### src/rtl/serial_add_pkg.sv
// Shared types and constants for the bit-serial adder controller.
// Optional overflow flag is enabled with `define SERIAL_ADD_OVF_EN.
package serial_add_pkg;

    localparam int unsigned DEFAULT_WIDTH = 8;

    typedef enum logic [1:0] {
        IDLE = 2'd0,
        ADD  = 2'd1,
        DONE = 2'd2
    } state_t;

    // Bit counter width; never below one bit so the counter is always a real vector.
    function automatic int unsigned cnt_width(input int unsigned width);
        return (width <= 2) ? 1 : $clog2(width);
    endfunction

endpackage

### src/rtl/fa_cell.sv
// One-bit full adder cell used as the serial arithmetic element.
module fa_cell (
    input  logic x,
    input  logic y,
    input  logic ci,
    output logic s,
    output logic co
);

    always_comb begin
        s  = x ^ y ^ ci;
        co = (x & y) | (ci & (x ^ y));
    end

endmodule

### src/rtl/serial_add_ctrl.sv
// Bit-serial a+b+cin adder: one full-adder cell, LSB first, valid/ready on both sides.
// Define SERIAL_ADD_OVF_EN to compute the two's-complement overflow flag; otherwise ovf is 0.
module serial_add_ctrl
    import serial_add_pkg::*;
#(
    parameter int unsigned WIDTH = DEFAULT_WIDTH
) (
    input  logic             clk,
    input  logic             rst_n,
    input  logic             in_valid,
    output logic             in_ready,
    input  logic [WIDTH-1:0] a,
    input  logic [WIDTH-1:0] b,
    input  logic             cin,
    output logic             out_valid,
    input  logic             out_ready,
    output logic [WIDTH-1:0] sum,
    output logic             cout,
    output logic             ovf,
    output logic             busy
);

    localparam int unsigned CNT_W = cnt_width(WIDTH);
    localparam logic [CNT_W-1:0] CNT_LAST = CNT_W'(WIDTH - 1);

    state_t           state;
    state_t           state_nxt;
    logic [WIDTH-1:0] a_sh;
    logic [WIDTH-1:0] b_sh;
    logic [WIDTH-1:0] res;
    logic             carry;
    logic [CNT_W-1:0] cnt;
    logic             s_bit;
    logic             co_bit;
    logic             last;

    fa_cell u_fa (
        .x  (a_sh[0]),
        .y  (b_sh[0]),
        .ci (carry),
        .s  (s_bit),
        .co (co_bit)
    );

    always_ff @(posedge clk or negedge rst_n) begin
        if (!rst_n) begin
            state <= IDLE;
        end else begin
            state <= state_nxt;
        end
    end

    always_comb begin
        state_nxt = state;
        in_ready  = 1'b0;
        out_valid = 1'b0;
        busy      = 1'b0;
        sum       = '0;
        cout      = 1'b0;
        last      = 1'b0;
        case (state)
            IDLE: begin
                in_ready = 1'b1;
                if (in_valid) begin
                    state_nxt = ADD;
                end
            end
            ADD: begin
                busy = 1'b1;
                last = (cnt == CNT_LAST);
                if (last) begin
                    state_nxt = DONE;
                end
            end
            DONE: begin
                out_valid = 1'b1;
                sum       = res;
                cout      = carry;
                if (out_ready) begin
                    state_nxt = IDLE;
                end
            end
            default: state_nxt = IDLE;
        endcase
    end

    // Sum bits enter at the MSB so that after WIDTH shifts bit 0 sits at res[0].
    always_ff @(posedge clk or negedge rst_n) begin
        if (!rst_n) begin
            a_sh  <= '0;
            b_sh  <= '0;
            res   <= '0;
            carry <= 1'b0;
            cnt   <= '0;
        end else begin
            case (state)
                IDLE: begin
                    if (in_valid) begin
                        a_sh  <= a;
                        b_sh  <= b;
                        res   <= '0;
                        carry <= cin;
                        cnt   <= '0;
                    end
                end
                ADD: begin
                    res   <= {s_bit, res[WIDTH-1:1]};
                    a_sh  <= a_sh >> 1;
                    b_sh  <= b_sh >> 1;
                    carry <= co_bit;
                    cnt   <= last ? '0 : cnt + 1'b1;
                end
                default: ;
            endcase
        end
    end

`ifdef SERIAL_ADD_OVF_EN
    logic ovf_r;

    // On the last ADD cycle the carry flop holds the carry into the MSB.
    always_ff @(posedge clk or negedge rst_n) begin
        if (!rst_n) begin
            ovf_r <= 1'b0;
        end else if (state == ADD && last) begin
            ovf_r <= carry ^ co_bit;
        end
    end

    always_comb begin
        ovf = (state == DONE) ? ovf_r : 1'b0;
    end
`else
    assign ovf = 1'b0;
`endif

endmodule

### config.mk
export PLATFORM = sky130hd
export DESIGN_NAME = serial_add_ctrl
export DESIGN_NICKNAME = d
export VERILOG_FILES = /design/src/rtl/serial_add_pkg.sv /design/src/rtl/fa_cell.sv /design/src/rtl/serial_add_ctrl.sv
export SDC_FILE = /design/constraint.sdc
export NUM_CORES = 1
export LEC_CHECK = 0
export ABC_AREA = 1
export BUFFER_PORTS_ARGS = -buffer_cell sky130_fd_sc_hd__clkbuf_2
export CAP_MARGIN = 10
export CELL_PAD_IN_SITES_DETAIL_PLACEMENT = 0
export CELL_PAD_IN_SITES_GLOBAL_PLACEMENT = 2
export CORE_AREA = 2 2 74 76
export DETAILED_ROUTE_END_ITERATION = 8
export DIE_AREA = 0 0 76 78
export GPL_ROUTABILITY_DRIVEN = 0
export PLACE_DENSITY = 0.93
export RECOVER_POWER = 100
export REMOVE_ABC_BUFFERS = 1
export SLEW_MARGIN = 20
export SYNTH_ARGS = -nofsm -noshare
export SYNTH_HDL_FRONTEND = slang
export SYNTH_SLANG_ARGS = --single-unit
### constraint.sdc
create_clock -name clk -period 1.7 [get_ports clk]
set_input_delay 0.34 -clock clk [delete_from_list [all_inputs] [get_ports clk]]
set_output_delay 0.34 -clock clk [all_outputs]
set_load 0.1 [all_outputs]
==> qor.yml <==
run_status:
  status: "completed"
layout:
  area_growth_pct: 24.9
  fin_nets: 273
  finalInstanceArea_sq_um: 1990
  layout-drive-gt1-share_pct: 23.6
  final_cells: 320
  fill_cells: 565
  n_antenna_cell: 0
  final_util_pct: 39.5
min_path:
  hold_class: "in2async"
sta:
  min_period_over_period_pct: 94.7
  min_period_ns: 1.61
  hold_violations: 0
  finalSetupViolCount: 0
  setup_tns_ns: 0
  maxSlewViolCount: 0
  max_freq_mhz: 621
  slew-limit-headroom_pct: 47.9
  rsz0062_at_grt: "false"
  clock_skew_ns: 0.00655
  tightest_slew_ns: 0.782
place:
  port_buffers: 32
  hpwl_um: 2280
  dp.cells: 312
  dpl_cell_area_sq_um: 1990
logic_synthesis:
  synth_top_area_cell: "dfrtp_1"
  synth_async_sr_flop_share_pct: 100
  synth_edf_count: 0
  yosysMostFrequentCell: "nand2_1"
  synthesis.area_sq_um: 1600
  syn_area_per_cell_sq_um: 7.45
  yosys-top-cells-area: "dfrtp_1 (47%), nand2_1 (18%), inv_1 (10%)"
  ys.flop_type: "dfrtp_1"
  yosysWarnings: 0
  ys_types: 18
  synth_commonest_cells: "nand2_1 (78), inv_1 (43), dfrtp_1 (30), nand3_1 (24), nor2_1 (10)"
  netlist_instances: 214
  ys_seq_elements: 30
  yosysTopAreaCellShare_pct: 47.1
  seq_area_frac_synth_pct: 47.1
floorplanning:
  pin_count: 34
  die_h_um: 78
  die-area_sq_um: 5930
  initial_core_util_pct: 31.6
  num_rows: 26
  core-area_sq_um: 5040
  die_x_um: 76
power_and_ir_drop:
  power_frac_comb_pct: 45.7
  pwr-share-clk_pct: 17.8
  pwr-share-seq_pct: 36.4
  vdd_drop_max_mv: 0.597
  p_sw_share_pct: 44.0
  switchingPower_mw: 1.48
  totalPowerFinal_mw: 3.36
  p_leak_nw: 1.13
  p_int_mw: 1.88
  power.density_nw_per_um2: 1690
setup_path:
  cp_max_fo: 11
  worstSetupPathType: "reg2out"
  arrival_ns: 1.27
  crit_path_start_kind: "flop"
  cp-end-kind: "output port"
  required_ns: 1.36
detailed_routing:
  vias_per_cell: 4.14
  num_vias: 1325
  routed_wirelength_um: 3360
  drt_iter0_drc: 50
  route.detailed.drc: 0
  wl_per_cell_um: 10.5
  drt_first_pass_iters: 4
  drtAntennaViolNets: 0
global_route:
  track_usage_pct: 12.5
  grt_pass1_vias: 1328
  grt_pass1_wl_um: 5890
  overflow: 0
  antenna_found_initial: 0
  grt_max_degree: 31
clocking:
  cts_setup_buffers: 0
  clock_sinks: 30
  insertion_delay_ns: 0.28
  cts.path.max_buffers: 2
  htree_levels: 2
  cts_buffers: 5
  path_clk_slew_ns: 0.07
  cts_root_buf: "clkbuf_8"
  cts_tree: "yes"
flow_run:
  maxCapViolCount: 0
## sequential cells by signal, indices dropped and copies added, names as in the netlist
| name | flops |
|---|---|
| a_sh | 8 |
| b_sh | 8 |
| res | 8 |
| cnt | 3 |
| state | 2 |
| carry | 1 |
## power groups by stage
stage | Sequential, mW | Clock [mW] | Combinational [mW]
2_1_floorplan | 1.23 | 0 | 1.14
3_3_place_gp | 1.21 | 0 | 1.63
3_5_place_dp | 1.23 | 0 | 1.66
4_1_cts | 1.22 | 0.622 | 1.68
5_1_grt | 1.26 | 0.655 | 1.75
6_report | 1.22 | 0.599 | 1.54
## worst max-delay path: stages, from the launching register on
cell and delay [ns]:
dfrtp_1 0.45, nand2_4 0.16, nor2_2 0.13, buf_6 0.23
## worst paths after layout
kind / to / start / depth (start not counted) / slack [ns]
max in group asynchronous: b_sh[1]$_DFFE_PN0P_ / rst_n / 2 / 1.00
max reg2reg: a_sh[3]$_DFFE_PN0P_ / state[0]$_DFFE_PN0P_ / 5 / 0.15
min reg2reg: cnt[1]$_DFFE_PN0P_ / cnt[1]$_DFFE_PN0P_ / 2 / 0.48
max: sum[7] / state[1]$_DFFE_PN0P_ / 3 / 0.09
min in group clk: state[1]$_DFFE_PN0P_ / out_ready / 2 / 0.26
min: a_sh[6]$_DFFE_PN0P_ / rst_n / 2 / 0.21
## cell families (layout without fill, tap and decap cells)
family,after synthesis,count (layout),share of synthesized area [%]
and+or+nand+nor,114,114,29.3
buffers and inverters,55,91,15.6
DFF,30,30,47.1
AOI/OAI and AO/OA,11,11,4.94
adders and majority gates,3,3,2.82
other,1,1,0.235
## per-stage QoR
stage                     hold WS (ns)  setup WS, ns
after floorplan                 0.0444         -1.01
after CTS                       0.0707       -0.0109
final                            0.210        0.0904
after global placement           0.377         0.204
after detailed placement         0.383         0.178
after global routing             0.260        0.0170
## cell type report
class                           count  area (sq um)  share of cell area, %
Tap cell                           70          87.6                   4.40
Clock buffer                        7          86.3                   4.33
Inverter                           45           171                   8.61
Multi-Input combinational cell    129           608                   30.5
Sequential cell                    30           751                   37.7
Clock inverter                      1          5.00                  0.251
Timing Repair Buffer               38           283                   14.2
## timing repair
item | CTS | global route
gates resized for setup | 6 | 7
hold endpoints to repair | 0 | 0
setup endpoints to repair | 10 | 9
hold buffers | 0 | 0
## per-layer routing
metal / up-vias / wire length [um] / global-route usage (%)
met2: 27 / 1560 / 20.5
met5: - / 0 / 0
met3: 6 / 141 / 3.72
met4: 0 / 55 / 4.91
li1: 694 / - / -
met1: 598 / 1600 / 15.5
## cell usage in the layout, fill, tap and decap left out, types with 6 or more instances in the layout
master / count
clkbuf_2: 23
buf_6: 9
nor2_2: 8
nand2_1: 77
clkbuf_8: 6
inv_1: 42
nand3_1: 24
dfrtp_1: 30
o21ai_0: 10
Note: power is estimated with default switching activity, not from simulation.
